==> config.mk <==
export PLATFORM = sky130hd
export DESIGN_NAME = mm_master_sequencer_flat
export DESIGN_NICKNAME = d
export VERILOG_FILES = /design/src/rtl/mm_master_sequencer_pkg.sv /design/src/rtl/mm_master_sequencer_if.sv /design/src/rtl/mm_master_sequencer_timeout.sv /design/src/rtl/mm_master_sequencer.sv /design/src/flat_wrapper.sv
export SDC_FILE = /design/constraint.sdc
export NUM_CORES = 1
export LEC_CHECK = 0
export CELL_PAD_IN_SITES_DETAIL_PLACEMENT = 1
export CELL_PAD_IN_SITES_GLOBAL_PLACEMENT = 1
export CORE_ASPECT_RATIO = 1.1
export CORE_MARGIN = 10
export CORE_UTILIZATION = 32
export DETAILED_ROUTE_END_ITERATION = 10
export PLACE_DENSITY = 0.73
export SLEW_MARGIN = 20
export SYNTH_ARGS = -nofsm -noshare
export SYNTH_HDL_FRONTEND = slang
export SYNTH_SLANG_ARGS = --single-unit
==> constraint.sdc <==
create_clock -name clk -period 2.05 [get_ports clk]
set_input_delay 0.615 -clock clk [delete_from_list [all_inputs] [get_ports clk]]
set_output_delay 0.615 -clock clk [all_outputs]
set_load 0.1 [all_outputs]
==> src/rtl/mm_master_sequencer_pkg.sv <==
// Shared types and constants for the Avalon-MM master sequencer.
// State encoding, timeout counter width and stray counter ceiling.
package mm_master_pkg;

   typedef enum logic [2:0] {
      IDLE,
      WR_REQ,
      RD_REQ,
      RD_WAIT,
      RESP
   } mm_state_t;

   localparam int         TIMEOUT_W = 16;
   localparam logic [7:0] STRAY_MAX = 8'hFF;

endpackage

==> src/rtl/mm_master_sequencer_if.sv <==
// Command, response and Avalon-MM bus signals of the sequencer.
// master = sequencer side, slave = command source / bus responder side.
interface mm_master_sequencer_if #(
   parameter int ADDR_W = 32,
   parameter int DATA_W = 32
);

   logic              cmd_valid;
   logic              cmd_ready;
   logic              cmd_write;
   logic [ADDR_W-1:0] cmd_address;
   logic [DATA_W-1:0] cmd_writedata;

   logic              rsp_valid;
   logic              rsp_ready;
   logic [DATA_W-1:0] rsp_readdata;
   logic              rsp_error;

   logic [ADDR_W-1:0] mm_address;
   logic              mm_read;
   logic              mm_write;
   logic [DATA_W-1:0] mm_writedata;
   logic [DATA_W-1:0] mm_readdata;
   logic              mm_readdatavalid;
   logic              mm_waitrequest;

   modport master (
      input  cmd_valid, cmd_write, cmd_address, cmd_writedata,
      output cmd_ready,
      output rsp_valid, rsp_readdata, rsp_error,
      input  rsp_ready,
      output mm_address, mm_read, mm_write, mm_writedata,
      input  mm_readdata, mm_readdatavalid, mm_waitrequest
   );

   modport slave (
      output cmd_valid, cmd_write, cmd_address, cmd_writedata,
      input  cmd_ready,
      input  rsp_valid, rsp_readdata, rsp_error,
      output rsp_ready,
      input  mm_address, mm_read, mm_write, mm_writedata,
      output mm_readdata, mm_readdatavalid, mm_waitrequest
   );

endinterface

==> src/rtl/mm_master_sequencer_timeout.sv <==
// Per-phase cycle counter; expired_o flags the last allowed cycle.
// Saturates so a stuck enable can never wrap back to zero.
module mm_timeout_counter
   import mm_master_pkg::*;
(
   input  logic                 clk,
   input  logic                 rst,
   input  logic                 clear_i,
   input  logic                 enable_i,
   input  logic [TIMEOUT_W-1:0] limit_i,
   output logic                 expired_o
);

   logic [TIMEOUT_W-1:0] cnt_q;

   always_ff @(posedge clk or negedge rst) begin
      if (!rst) begin
         cnt_q <= '0;
      end else if (clear_i) begin
         cnt_q <= '0;
      end else if (enable_i && cnt_q != '1) begin
         cnt_q <= cnt_q + TIMEOUT_W'(1);
      end
   end

   // cnt_q counts completed cycles, so this is cycle number limit_i
   assign expired_o = enable_i && (cnt_q >= limit_i - TIMEOUT_W'(1));

endmodule

==> src/rtl/mm_master_sequencer.sv <==
// Avalon-MM master: one command in, one bus access, one response out.
// Request and read-data phases are each bounded by TIMEOUT_CYCLES.
module mm_master_sequencer
   import mm_master_pkg::*;
#(
   parameter int ADDR_W         = 32,
   parameter int DATA_W         = 32,
   parameter int TIMEOUT_CYCLES = 255
) (
   input  logic                 clk,
   input  logic                 rst,
   mm_master_sequencer_if.master bus,
   output logic [7:0]           stray_count
);

   mm_state_t         state_q;
   logic              cmd_ready_q;
   logic              mm_read_q;
   logic              mm_write_q;
   logic [ADDR_W-1:0] addr_q;
   logic [DATA_W-1:0] wdata_q;
   logic              rsp_valid_q;
   logic              rsp_error_q;
   logic [DATA_W-1:0] rsp_rdata_q;
   logic [7:0]        stray_q;

   logic tmo_clear;
   logic tmo_enable;
   logic tmo_expired;
   logic rd_accept;
   logic stray_hit;

   assign rd_accept  = (state_q == RD_REQ) && !bus.mm_waitrequest;
   assign tmo_clear  = (state_q == IDLE) || rd_accept;
   assign tmo_enable = (state_q == WR_REQ) || (state_q == RD_REQ)
                    || (state_q == RD_WAIT);
   assign stray_hit  = bus.mm_readdatavalid && (state_q != RD_WAIT)
                    && !rd_accept;

   mm_timeout_counter u_tmo (
      .clk       (clk),
      .rst       (rst),
      .clear_i   (tmo_clear),
      .enable_i  (tmo_enable),
      .limit_i   (TIMEOUT_W'(TIMEOUT_CYCLES)),
      .expired_o (tmo_expired)
   );

   always_ff @(posedge clk or negedge rst) begin
      if (!rst) begin
         state_q     <= IDLE;
         cmd_ready_q <= 1'b1;
         mm_read_q   <= 1'b0;
         mm_write_q  <= 1'b0;
         addr_q      <= '0;
         wdata_q     <= '0;
         rsp_valid_q <= 1'b0;
         rsp_error_q <= 1'b0;
         rsp_rdata_q <= '0;
         stray_q     <= '0;
      end else begin
         if (stray_hit && stray_q != STRAY_MAX) begin
            stray_q <= stray_q + 8'd1;
         end
         unique case (state_q)
            IDLE: begin
               if (bus.cmd_valid) begin
                  addr_q      <= bus.cmd_address;
                  wdata_q     <= bus.cmd_writedata;
                  cmd_ready_q <= 1'b0;
                  mm_write_q  <= bus.cmd_write;
                  mm_read_q   <= !bus.cmd_write;
                  state_q     <= bus.cmd_write ? WR_REQ : RD_REQ;
               end
            end
            WR_REQ: begin
               // acceptance wins over an expiry in the same cycle
               if (!bus.mm_waitrequest || tmo_expired) begin
                  mm_write_q  <= 1'b0;
                  rsp_valid_q <= 1'b1;
                  rsp_error_q <= bus.mm_waitrequest;
                  rsp_rdata_q <= '0;
                  state_q     <= RESP;
               end
            end
            RD_REQ: begin
               if (!bus.mm_waitrequest) begin
                  mm_read_q <= 1'b0;
                  if (bus.mm_readdatavalid) begin
                     rsp_valid_q <= 1'b1;
                     rsp_error_q <= 1'b0;
                     rsp_rdata_q <= bus.mm_readdata;
                     state_q     <= RESP;
                  end else begin
                     state_q <= RD_WAIT;
                  end
               end else if (tmo_expired) begin
                  mm_read_q   <= 1'b0;
                  rsp_valid_q <= 1'b1;
                  rsp_error_q <= 1'b1;
                  rsp_rdata_q <= '0;
                  state_q     <= RESP;
               end
            end
            RD_WAIT: begin
               if (bus.mm_readdatavalid || tmo_expired) begin
                  rsp_valid_q <= 1'b1;
                  rsp_error_q <= !bus.mm_readdatavalid;
                  rsp_rdata_q <= bus.mm_readdatavalid ? bus.mm_readdata : '0;
                  state_q     <= RESP;
               end
            end
            RESP: begin
               if (bus.rsp_ready) begin
                  rsp_valid_q <= 1'b0;
                  rsp_error_q <= 1'b0;
                  rsp_rdata_q <= '0;
                  cmd_ready_q <= 1'b1;
                  state_q     <= IDLE;
               end
            end
            default: begin
               state_q <= IDLE;
            end
         endcase
      end
   end

   assign bus.cmd_ready    = cmd_ready_q;
   assign bus.mm_read      = mm_read_q;
   assign bus.mm_write     = mm_write_q;
   assign bus.mm_address   = addr_q;
   assign bus.mm_writedata = wdata_q;
   assign bus.rsp_valid    = rsp_valid_q;
   assign bus.rsp_error    = rsp_error_q;
   assign bus.rsp_readdata = rsp_rdata_q;
   assign stray_count      = stray_q;

endmodule

==> src/flat_wrapper.sv <==
// flat-port wrapper written by rule: the top's interface ports become plain ports
module mm_master_sequencer_flat import mm_master_pkg::*;
#(
   parameter int ADDR_W         = 32,
   parameter int DATA_W         = 32,
   parameter int TIMEOUT_CYCLES = 255
)
  (clk, rst, stray_count, bus_cmd_valid, bus_cmd_write, bus_cmd_address, bus_cmd_writedata, bus_cmd_ready, bus_rsp_valid, bus_rsp_readdata, bus_rsp_error, bus_rsp_ready, bus_mm_address, bus_mm_read, bus_mm_write, bus_mm_writedata, bus_mm_readdata, bus_mm_readdatavalid, bus_mm_waitrequest);
  mm_master_sequencer_if #(.ADDR_W(ADDR_W), .DATA_W(DATA_W)) bus_i ();
  input  logic clk;
  input  logic rst;
  output logic [7:0] stray_count;
  input wire logic [$bits(bus_i.cmd_valid)-1:0] bus_cmd_valid;
  input wire logic [$bits(bus_i.cmd_write)-1:0] bus_cmd_write;
  input wire logic [$bits(bus_i.cmd_address)-1:0] bus_cmd_address;
  input wire logic [$bits(bus_i.cmd_writedata)-1:0] bus_cmd_writedata;
  output wire logic [$bits(bus_i.cmd_ready)-1:0] bus_cmd_ready;
  output wire logic [$bits(bus_i.rsp_valid)-1:0] bus_rsp_valid;
  output wire logic [$bits(bus_i.rsp_readdata)-1:0] bus_rsp_readdata;
  output wire logic [$bits(bus_i.rsp_error)-1:0] bus_rsp_error;
  input wire logic [$bits(bus_i.rsp_ready)-1:0] bus_rsp_ready;
  output wire logic [$bits(bus_i.mm_address)-1:0] bus_mm_address;
  output wire logic [$bits(bus_i.mm_read)-1:0] bus_mm_read;
  output wire logic [$bits(bus_i.mm_write)-1:0] bus_mm_write;
  output wire logic [$bits(bus_i.mm_writedata)-1:0] bus_mm_writedata;
  input wire logic [$bits(bus_i.mm_readdata)-1:0] bus_mm_readdata;
  input wire logic [$bits(bus_i.mm_readdatavalid)-1:0] bus_mm_readdatavalid;
  input wire logic [$bits(bus_i.mm_waitrequest)-1:0] bus_mm_waitrequest;
  assign bus_i.cmd_valid = bus_cmd_valid;
  assign bus_i.cmd_write = bus_cmd_write;
  assign bus_i.cmd_address = bus_cmd_address;
  assign bus_i.cmd_writedata = bus_cmd_writedata;
  assign bus_cmd_ready = bus_i.cmd_ready;
  assign bus_rsp_valid = bus_i.rsp_valid;
  assign bus_rsp_readdata = bus_i.rsp_readdata;
  assign bus_rsp_error = bus_i.rsp_error;
  assign bus_i.rsp_ready = bus_rsp_ready;
  assign bus_mm_address = bus_i.mm_address;
  assign bus_mm_read = bus_i.mm_read;
  assign bus_mm_write = bus_i.mm_write;
  assign bus_mm_writedata = bus_i.mm_writedata;
  assign bus_i.mm_readdata = bus_mm_readdata;
  assign bus_i.mm_readdatavalid = bus_mm_readdatavalid;
  assign bus_i.mm_waitrequest = bus_mm_waitrequest;
  mm_master_sequencer #(.ADDR_W(ADDR_W), .DATA_W(DATA_W), .TIMEOUT_CYCLES(TIMEOUT_CYCLES)) u_core (.clk(clk), .rst(rst), .bus(bus_i), .stray_count(stray_count));
endmodule
==> flow_metrics.env <==
export IMPL_outcome="finished, final reports clean"
export IMPL_fp_dieW_um=147.6
export IMPL_syn_area_per_cell_um2=12.01
export IMPL_cts_buffers=17
export IMPL_r2r_end="u_core.bus.rsp_readdata[0]$_DFFE_PN0P_"
export IMPL_holdWs_ns=0.1445
export IMPL_final_net_count=821
export IMPL_detail_route_antenna_nets=0
export IMPL_num_vias=4652
export IMPL_grt_pass1_wl_um=32510
export IMPL_diodes=0
export IMPL_clock_sinks=128
export IMPL_synth_distinct_cells=57
export IMPL_clkTransAtPathRegs_ns=0.06
export IMPL_finalCritPeriodShare=0.9703
export IMPL_rrSetupSlack_ns=0.06
export IMPL_hold_path_class="primary input to asynchronous set/reset pin"
export IMPL_reg2regPathDepth=8
export IMPL_max_cap_violations=0
export IMPL_cp_arrival_ns=2.32
export IMPL_skew_ns=0.01307
export IMPL_placed_cell_area_um2=9418
export IMPL_grt_pass1_vias=5470
export IMPL_dr_pass1_iters=4
export IMPL_die_h_um=160.3
export IMPL_drc=0
export IMPL_netlist_area_leader_share=0.5549
export IMPL_cts_tree="built"
export IMPL_first_iter_violations=209
export IMPL_core_area_um2=17680
export IMPL_tightestPinTransition_ns=0.5182
export IMPL_ys_warn_count=0
export IMPL_ctsHoldBuffers=0
export IMPL_ys_top_cells_by_area="dfrtp_1 55%, mux2_2 13%, mux2i_1 6.8%, nand2_1 3.5%, inv_1 2.5%"
export IMPL_port_buffers=211
export IMPL_insertion_delay_ns=0.42
export IMPL_htree_levels=4
export IMPL_gp_congestion=0.8440
export IMPL_grt_usage=0.1773
export IMPL_synth_edf_count=0
export IMPL_routed_wl_um=21110
export IMPL_cts_buffer_depth=2
export IMPL_ys_ff_latch=128
export IMPL_reg2reg_from="u_core.u_tmo.cnt_q[0]$_DFFE_PN0P_"
export IMPL_pin_count=212
export IMPL_hpwlAfterDp_um=16240
export IMPL_grt_max_degree=49
export IMPL_num_rows=51
export IMPL_antenna_found_initial=0
export IMPL_hold_viol_final=0
export IMPL_synth_main_ff_cell="dfrtp_1"
export IMPL_die_area_um2=23650
export IMPL_setup_viol=0
export IMPL_slew_headroom=0.6536
export IMPL_critPathLaunchType="flip-flop"
export IMPL_nFillCells=1758
export IMPL_max_freq_mhz=502.8
export IMPL_critPathLaunch="u_core.u_tmo.cnt_q[0]$_DFFE_PN0P_"
export IMPL_syn_to_final_growth_pct=76.10
export IMPL_layout_drive_gt1_share=0.3585
export IMPL_finalMaxSlewViolations=0
export IMPL_period_minus_slack_ns=1.989
export IMPL_synthTopCellsByCount="127 x dfrtp_1, 66 x mux2_2, 54 x nand2_1"
export IMPL_clock_tree_root_cell="clkbuf_16"
export IMPL_async_flop_share=1.000
export IMPL_cp_max_fo=17
export IMPL_crit_required_ns=2.38
export IMPL_grt_ovfl_total=0
export IMPL_end_kind="flip-flop"
export IMPL_design_area_um2=10080
export IMPL_rsz0062_at_grt="yes"
export IMPL_vias_per_cell=4.816
export IMPL_syn_nets=583
export IMPL_crit_type="flip-flop to flip-flop"
export IMPL_synth_area_um2=5727
export IMPL_yosys_area_top_type="dfrtp_1"
export IMPL_wire_per_inst_um=21.85
export IMPL_yosysMostFrequentCell="dfrtp_1"
export IMPL_initial_core_util=0.3240
export IMPL_crit_end="u_core.bus.rsp_readdata[0]$_DFFE_PN0P_"
export IMPL_synthCells=477
export IMPL_ys_seq_area_frac=0.5595
[layout make-up]
type	count	area [µm²]	share of cell area
inverter	38	142.6	0.01414
sequential	128	3213	0.3186
multi-input combinational	287	2267	0.2248
clock inverter	13	158.9	0.01576
clock buffer	19	442.9	0.04392
tap	238	297.8	0.02953
timing repair buffer	243	3562	0.3532
[cells in the final DEF (no fill, tap or decap), types with 4 or more instances in the layout]
| cell | instances |
|---|---|
| nand2b_1 | 11 |
| mux2i_1 | 38 |
| mux2_2 | 66 |
| a21oi_1 | 15 |
| nor2_1 | 10 |
| buf_12 | 117 |
| nand2_1 | 54 |
| dfrtp_1 | 120 |
| inv_1 | 38 |
| clkbuf_16 | 18 |
| dfrtp_2 | 7 |
| buf_4 | 23 |
| clkdlybuf4s50_1 | 101 |
| o21ai_0 | 5 |
| xor2_1 | 4 |
| clkinv_2 | 4 |
| nand3_1 | 12 |
[kinds of logic (layout without fill, tap and decap cells)]
| family | after synthesis | after routing | synth area share |
|---|---|---|---|
| buffers and inverters | 62 | 313 | 0.05047 |
| AND/OR/NAND/NOR | 118 | 118 | 0.1053 |
| flip-flops | 128 | 128 | 0.5595 |
| XOR/XNOR | 7 | 7 | 0.01071 |
| multiplexers | 106 | 106 | 0.1999 |
| AO/OA/AOI/OAI | 53 | 53 | 0.06751 |
| adder cells (fa/ha/maj) | 3 | 3 | 0.006555 |
[per-stage QoR]
step	util	TNS [ns]	cells	setup WS, ns
6_report	0.5705	0	966	0.06097
5_1_grt	0.5705	-0.2652	966	-0.06024
4_1_cts	0.5669	0	963	0.007063
3_5_place_dp	0.5328	-20.58	931	-0.2956
3_3_place_gp	0.5328	-17.05	931	-0.2136
2_1_floorplan	-	0	477	0.01921
[flip-flops by register name (all words and copies together) (netlist names), 3 cells and up]
register / count
u_core.u_tmo.cnt_q: 16
u_core.bus.rsp_readdata: 32
u_core.stray_count: 8
u_core.bus.mm_address: 32
u_core.state_q: 3
u_core.bus.mm_writedata: 32
[per-layer routing]
metal / track usage / vias up / share of wire
met4: 0.05410 / 0 / 0.017
met1: 0.1746 / 2389 / 0.35
met2: 0.3390 / 111 / 0.58
met5: 0 / - / 0
met3: 0.06015 / 19 / 0.054
li1: - / 2133 / -
[what timing repair did]
action / CTS / global route
resized for setup: 0 / 8
setup buffers: 0 / 2
endpoints found under the setup margin: 0 / 31
[how the worst min path moves through the flow]
stage / endpoint / slack [ns] / cells past startpoint
floorplan: u_core.bus.mm_address[0]$_DFFE_PN0P_ / 0.32 / 0
finish: u_core.bus.mm_address[9]$_DFFE_PN0P_ / 0.14 / 1
global route: u_core.bus.mm_address[9]$_DFFE_PN0P_ / 0.14 / 1
CTS: u_core.bus.mm_address[9]$_DFFE_PN0P_ / 0.13 / 1
detailed placement: u_core.stray_count[7]$_DFFE_PN0P_ / 0.51 / 1
global placement: u_core.stray_count[7]$_DFFE_PN0P_ / 0.50 / 1
[critical path, cell delays in order, from the launching register on]
cell and delay (ns):
dfrtp_1 0.41, inv_1 0.09, ha_1 0.15, o211ai_1 0.14, o211a_1 0.33, a22oi_2 0.21
buf_6 0.15, buf_12 0.18, mux2i_1 0.24
Power is not shown: default switching activity piles up to over one toggle a cycle in this logic, so the estimate is an artifact.
